[config.mk]
export PLATFORM = sky130hd
export DESIGN_NAME = mda_motor_control_ramp_ctrl
export DESIGN_NICKNAME = d
export VERILOG_FILES = /design/src/rtl/mda_motor_control_ramp_ctrl.sv
export SDC_FILE = /design/constraint.sdc
export NUM_CORES = 1
export LEC_CHECK = 0
export BUFFER_PORTS_ARGS = -buffer_cell sky130_fd_sc_hd__buf_2
export CORE_AREA = 2 2 122 124
export CTS_CLUSTER_DIAMETER = 120
export DETAILED_ROUTE_END_ITERATION = 16
export DIE_AREA = 0 0 124 126
export PLACE_DENSITY = 0.84
export SYNTH_ARGS = -nofsm -noshare
export SYNTH_HDL_FRONTEND = slang
export SYNTH_SLANG_ARGS = --single-unit
[constraint.sdc]
create_clock -name clk -period 18.5 [get_ports clk]
set_input_delay 0 -clock clk [delete_from_list [all_inputs] [get_ports clk]]
set_output_delay 0 -clock clk [all_outputs]
set_load 0.02 [all_outputs]
[src/rtl/mda_motor_control_ramp_ctrl.sv]
// Motor duty-cycle ramp controller.
// Accepts on/duty commands and slews the PWM duty toward the commanded
// target one bounded step at a time. A change of direction is always made
// through a brake dwell at half period, so the motor is never driven
// straight from one direction into the other.
module mda_motor_control_ramp_ctrl #(
    parameter int PERIOD_LENGTH = 16,
    parameter int RAMP_DIV      = 16000,
    parameter int DWELL_CYCLES  = 160000
) (
    input  logic                     clk,
    input  logic                     reset_n,
    input  logic                     cmd_valid,
    output logic                     cmd_ready,
    input  logic                     cmd_on,
    input  logic [PERIOD_LENGTH-1:0] cmd_duty,
    input  logic [PERIOD_LENGTH-1:0] period,
    input  logic [PERIOD_LENGTH-1:0] step,
    output logic                     on,
    output logic [PERIOD_LENGTH-1:0] duty_cycle,
    output logic                     at_target,
    output logic [1:0]               state
);

    localparam int PW = $clog2(RAMP_DIV > 1 ? RAMP_DIV : 2);
    localparam int DW = $clog2(DWELL_CYCLES > 1 ? DWELL_CYCLES : 2);

    typedef enum logic [1:0] {
        OFF   = 2'd0,
        RAMP  = 2'd1,
        DWELL = 2'd2,
        HOLD  = 2'd3
    } state_t;

    state_t                   state_q, state_d;
    logic                     on_q, on_d;
    logic [PERIOD_LENGTH-1:0] duty_q, duty_d;
    logic [PERIOD_LENGTH-1:0] target_q, target_d;
    logic [PW-1:0]            presc_q, presc_d;
    logic [DW-1:0]            dwell_q, dwell_d;
    logic                     at_target_q;

    logic [PERIOD_LENGTH-1:0] half;
    logic [PERIOD_LENGTH-1:0] cmd_target;
    logic                     accept;
    logic                     reversal;
    logic [PERIOD_LENGTH:0]   duty_x, goal_x, step_x, diff_x, delta_x, next_x;
    logic [PERIOD_LENGTH-1:0] step_duty;

    assign half       = period >> 1;
    assign cmd_target = (cmd_duty > period) ? period : cmd_duty;
    assign cmd_ready  = (state_q != DWELL);
    assign accept     = cmd_valid && cmd_ready;
    assign reversal   = ((duty_q > half) && (target_q < half)) ||
                        ((duty_q < half) && (target_q > half));

    // One ramp step toward the goal, widened by a bit so neither direction can wrap or overshoot
    always_comb begin
        duty_x  = {1'b0, duty_q};
        goal_x  = reversal ? {1'b0, half} : {1'b0, target_q};
        step_x  = (step == '0) ? {{PERIOD_LENGTH{1'b0}}, 1'b1} : {1'b0, step};
        diff_x  = (goal_x >= duty_x) ? (goal_x - duty_x) : (duty_x - goal_x);
        delta_x = (step_x < diff_x) ? step_x : diff_x;
        next_x  = (goal_x >= duty_x) ? (duty_x + delta_x) : (duty_x - delta_x);
        step_duty = next_x[PERIOD_LENGTH-1:0];
    end

    // Next-state logic: an accepted command always wins over ramp or dwell progress
    always_comb begin
        state_d  = state_q;
        on_d     = on_q;
        duty_d   = duty_q;
        target_d = target_q;
        presc_d  = presc_q;
        dwell_d  = dwell_q;
        if (accept) begin
            target_d = cmd_target;
            if (!cmd_on) begin
                on_d    = 1'b0;
                duty_d  = half;
                state_d = OFF;
                presc_d = '0;
                dwell_d = '0;
            end else if (state_q == OFF) begin
                on_d    = 1'b1;
                duty_d  = half;
                state_d = RAMP;
                presc_d = '0;
            end else begin
                state_d = RAMP;
            end
        end else begin
            case (state_q)
                OFF: begin
                end
                RAMP: begin
                    if (duty_q == target_q) begin
                        state_d = HOLD;
                    end else if (presc_q == PW'(RAMP_DIV - 1)) begin
                        presc_d = '0;
                        duty_d  = step_duty;
                        if (reversal && (step_duty == half)) begin
                            state_d = DWELL;
                            dwell_d = '0;
                        end else if (step_duty == target_q) begin
                            state_d = HOLD;
                        end
                    end else begin
                        presc_d = presc_q + 1'b1;
                    end
                end
                DWELL: begin
                    duty_d = half;
                    on_d   = 1'b1;
                    if (dwell_q == DW'(DWELL_CYCLES - 1)) begin
                        state_d = RAMP;
                        presc_d = '0;
                        dwell_d = '0;
                    end else begin
                        dwell_d = dwell_q + 1'b1;
                    end
                end
                HOLD: begin
                end
            endcase
        end
    end

    // State and datapath registers, all cleared asynchronously by reset
    always_ff @(posedge clk or negedge reset_n) begin
        if (!reset_n) begin
            state_q     <= OFF;
            on_q        <= 1'b0;
            duty_q      <= '0;
            target_q    <= '0;
            presc_q     <= '0;
            dwell_q     <= '0;
            at_target_q <= 1'b0;
        end else begin
            state_q     <= state_d;
            on_q        <= on_d;
            duty_q      <= duty_d;
            target_q    <= target_d;
            presc_q     <= presc_d;
            dwell_q     <= dwell_d;
            at_target_q <= (state_d == HOLD);
        end
    end

    assign on         = on_q;
    assign duty_cycle = duty_q;
    assign at_target  = at_target_q;
    assign state      = state_q;

endmodule

==> load_flow_metrics.sql <==
INSERT INTO impl_metrics (metric_group, metric, value, unit) VALUES
('floorplanning', 'die_h', '126', 'um'),
('clocking', 'post_cts_clock_slew_at_the_launch_and_capture_registers_of_the_worst_setup_and_hold_paths', '0.06', 'ns'),
('sta', 'unrepaired_setup_endpoints_after_global_routing', 'no', ''),
('setup_path', 'crit_path_start_kind', 'flop', ''),
('finish', 'post-route-util', '0.697', ''),
('grt', 'grt_first_pass_wirelength', '42400', 'um'),
('min_path', 'whs_endpoint', 'target_q[4]$_DFFE_PN0P_', ''),
('logic_synthesis', 'netlist_top_cells_area', 'sky130_fd_sc_hd__dfrtp_1, sky130_fd_sc_hd__ha_1, sky130_fd_sc_hd__xnor2_1', ''),
('sta', 'final.period_utilization', '0.751', ''),
('logic_synthesis', 'synth.ff_latch_count', '68', ''),
('grt', 'grt.total_usage', '0.340', ''),
('finish', 'area_growth_from_synthesis_to_final_layout', '10.1', '%'),
('setup_path', 'internal_reg_to_reg_setup_slack', '4.60', 'ns'),
('grt', 'grt_pass1_vias', '8814', ''),
('min_path', 'holdCritStartpoint', 'cmd_duty[4]', ''),
('finish', 'insertedDiodeCount', '0', ''),
('clocking', 'cts_made_buffers', '9', ''),
('setup_path', 'critical_path.endpoint_type', 'flop', ''),
('grt', 'grt.met1_usage', '0.454', ''),
('placement', 'io_buffer_count', '72', ''),
('clocking', 'clock_path_buffers', '2', ''),
('sta', 'finalCriticalPeriod', '13.90', 'ns'),
('logic_synthesis', 'synth_top_cells_by_count', 'sky130_fd_sc_hd__ha_1, sky130_fd_sc_hd__nand2_1, sky130_fd_sc_hd__o21ai_0', ''),
('floorplanning', 'floorplan.die_area', '15600', 'sq um'),
('detailed_routing', 'detail_route.first_pass.iterations', '5', ''),
('floorplanning', 'initial_core_util', '0.633', ''),
('setup_path', 'timing.setup.critical_path_class', 'reg2reg', ''),
('finish', 'layout_cells_sized_above_1', '0.117', ''),
('logic_synthesis', 'synth-warning-count', '0', ''),
('clocking', 'cts.repair.resized', '0', ''),
('placement', 'detailed_placement_hpwl', '19600', 'um'),
('setup_path', 'path_max_fanout', '41', ''),
('sta', 'final-max-slew-violation-count', '0', ''),
('status', 'status', 'finished, final reports clean', ''),
('setup_path', 'timing.critical_path.required', '18.73', 'ns'),
('clocking', 'htree_num_levels', '3', ''),
('detailed_routing', 'detail_route.iter0.violations', '871', ''),
('grt', 'overflow', '0', ''),
('clocking', 'clockRootBuffer', 'sky130_fd_sc_hd__clkbuf_16', ''),
('detailed_routing', 'postRouteAntennaNets', '0', ''),
('clocking', 'number_of_buffers_added_to_fix_hold_violations_after_cts', '21', ''),
('setup_path', 'timing.critical_path.arrival', '14.13', 'ns'),
('logic_synthesis', 'syn-mean-instance-area', '7.86', 'sq um'),
('floorplanning', 'placementRows', '44', ''),
('logic_synthesis', 'cell_accounting_for_the_most_synthesized_area', 'sky130_fd_sc_hd__dfrtp_1', ''),
('logic_synthesis', 'synth_nets', '1321', ''),
('grt', 'grt-busiest-layer', 'met2', ''),
('clocking', 'cts.repair_timing.setup_buffer_count', '0', ''),
('logic_synthesis', 'synth_top_area_frac', '0.188', ''),
('logic_synthesis', 'synth_edf_count', '0', ''),
('floorplanning', 'i_o_pin_cnt', '73', ''),
('logic_synthesis', 'post_synth_inst_count', '1153', ''),
('finish', 'ff_latch_area', '1700', 'sq um'),
('setup_path', 'regToRegEndpoint', 'dwell_q[6]$_DFFE_PN0P_', ''),
('logic_synthesis', 'primary_flip_flop_cell_chosen_by_synthesis_mapping', 'sky130_fd_sc_hd__dfrtp_1', ''),
('detailed_routing', 'wire_per_inst', '19.1', 'um'),
('detailed_routing', 'route.final.wire_length', '26500', 'um'),
('grt', 'grt_util_met3', '0.0743', ''),
('detailed_routing', 'post-route-drc-count', '0', ''),
('logic_synthesis', 'netlist_area_pre_place', '9060', 'sq um'),
('placement', 'dp_worst_setup_slack', '5.06', 'ns'),
('sta', 'final_worst_setup_slack', '4.60', 'ns'),
('setup_path', 'slowest_stage', 'sky130_fd_sc_hd__o21bai_1', ''),
('placement', 'gp_routability_congestion', '0.965', ''),
('grt', 'grt_use_met2', '0.527', ''),
('logic_synthesis', 'synth_seq_area_share', '0.188', ''),
('logic_synthesis', 'yosysMostFrequentCell', 'sky130_fd_sc_hd__ha_1', ''),
('setup_path', 'ff2ff_path_depth', '48', ''),
('logic_synthesis', 'yosysUniqueCellTypes', '84', ''),
('sta', 'slew-limit-headroom', '0.204', ''),
('finish', 'footprint_of_the_multi_input_gates', '6830', 'sq um');
flip-flops by register name, indices dropped and copies added, names as in the netlist:
register and flops:
at_target 1, duty_cycle 16, dwell_q 18, on 1, presc_q 14, state 2
target_q 16
metal layers:
metal,vias up,part of all wire
met5,-,0
li1,4274,-
met3,111,0.095
met2,509,0.44
met1,4298,0.42
met4,0,0.040
worst max-delay path, delay by kind of cell, from the launching register on:
family | cells | cell delay (ns)
compound gates | 17 | 4.67
flops | 1 | 0.61
fa+ha+maj | 5 | 1.52
xor+xnor | 2 | 0.54
buf+inv | 3 | 0.72
simple gates | 16 | 3.92
mux | 5 | 1.77
placed cells by master (no fill, tap or decap), drive strengths merged, types with 16 or more instances in the layout:
master	instances
a31oi	21
a21oi	60
o21ai	124
xnor2	66
nor2	65
mux2	21
dfrtp	68
dlygate4sd3	21
nand2b	21
buf	77
nand3	32
and3	18
nand4	24
xor2	20
nand2	110
nor3	16
a21o	29
o31ai	20
ha	113
mux2i	27
inv	67
metrics by stage:
| stage | instances | hold WS, ns | instance area [sq um] |
|---|---|---|---|
| 3_5_place_dp | 1351 | 0.258 | 9400 |
| 6_report | 1387 | 0.00505 | 9980 |
| 2_1_floorplan | 1153 | -0.296 | 9060 |
| 3_3_place_gp | 1351 | 0.254 | 9400 |
| 4_1_cts | 1387 | 0.0128 | 9980 |
| 5_1_grt | 1387 | 0.0178 | 9980 |
layout make-up:
class | count | share of cell area
Inverter | 66 | 0.0248
Clock inverter | 6 | 0.0137
Clock buffer | 9 | 0.0226
Multi-Input combinational cell | 956 | 0.684
Sequential cell | 68 | 0.171
Timing Repair Buffer | 98 | 0.0610
Tap cell | 184 | 0.0231
kinds of logic after synthesis:
family          after synthesis  share of synthesized area
fa+ha+maj                   116                      0.163
mux                          48                     0.0559
compound gates              341                      0.243
flops                        68                      0.188
xor+xnor                     87                     0.0856
simple gates                364                      0.205
buf+inv                     129                     0.0599
worst max-delay path by stage:
stage	start	endpoint	slack [ns]
floorplan	duty_cycle[1]$_DFFE_PN0P_	dwell_q[8]$_DFFE_PN0P_	6.07
global placement	duty_cycle[1]$_DFFE_PN0P_	dwell_q[13]$_DFFE_PN0P_	5.46
detailed placement	duty_cycle[1]$_DFFE_PN0P_	dwell_q[3]$_DFFE_PN0P_	5.06
CTS	duty_cycle[1]$_DFFE_PN0P_	dwell_q[6]$_DFFE_PN0P_	4.97
global route	duty_cycle[1]$_DFFE_PN0P_	dwell_q[11]$_DFFE_PN0P_	3.73
finish	duty_cycle[1]$_DFFE_PN0P_	dwell_q[6]$_DFFE_PN0P_	4.60
Power is left out: the tool's default activity adds up to more than one toggle a clock period on the data nets, which glitch-free logic cannot reach.
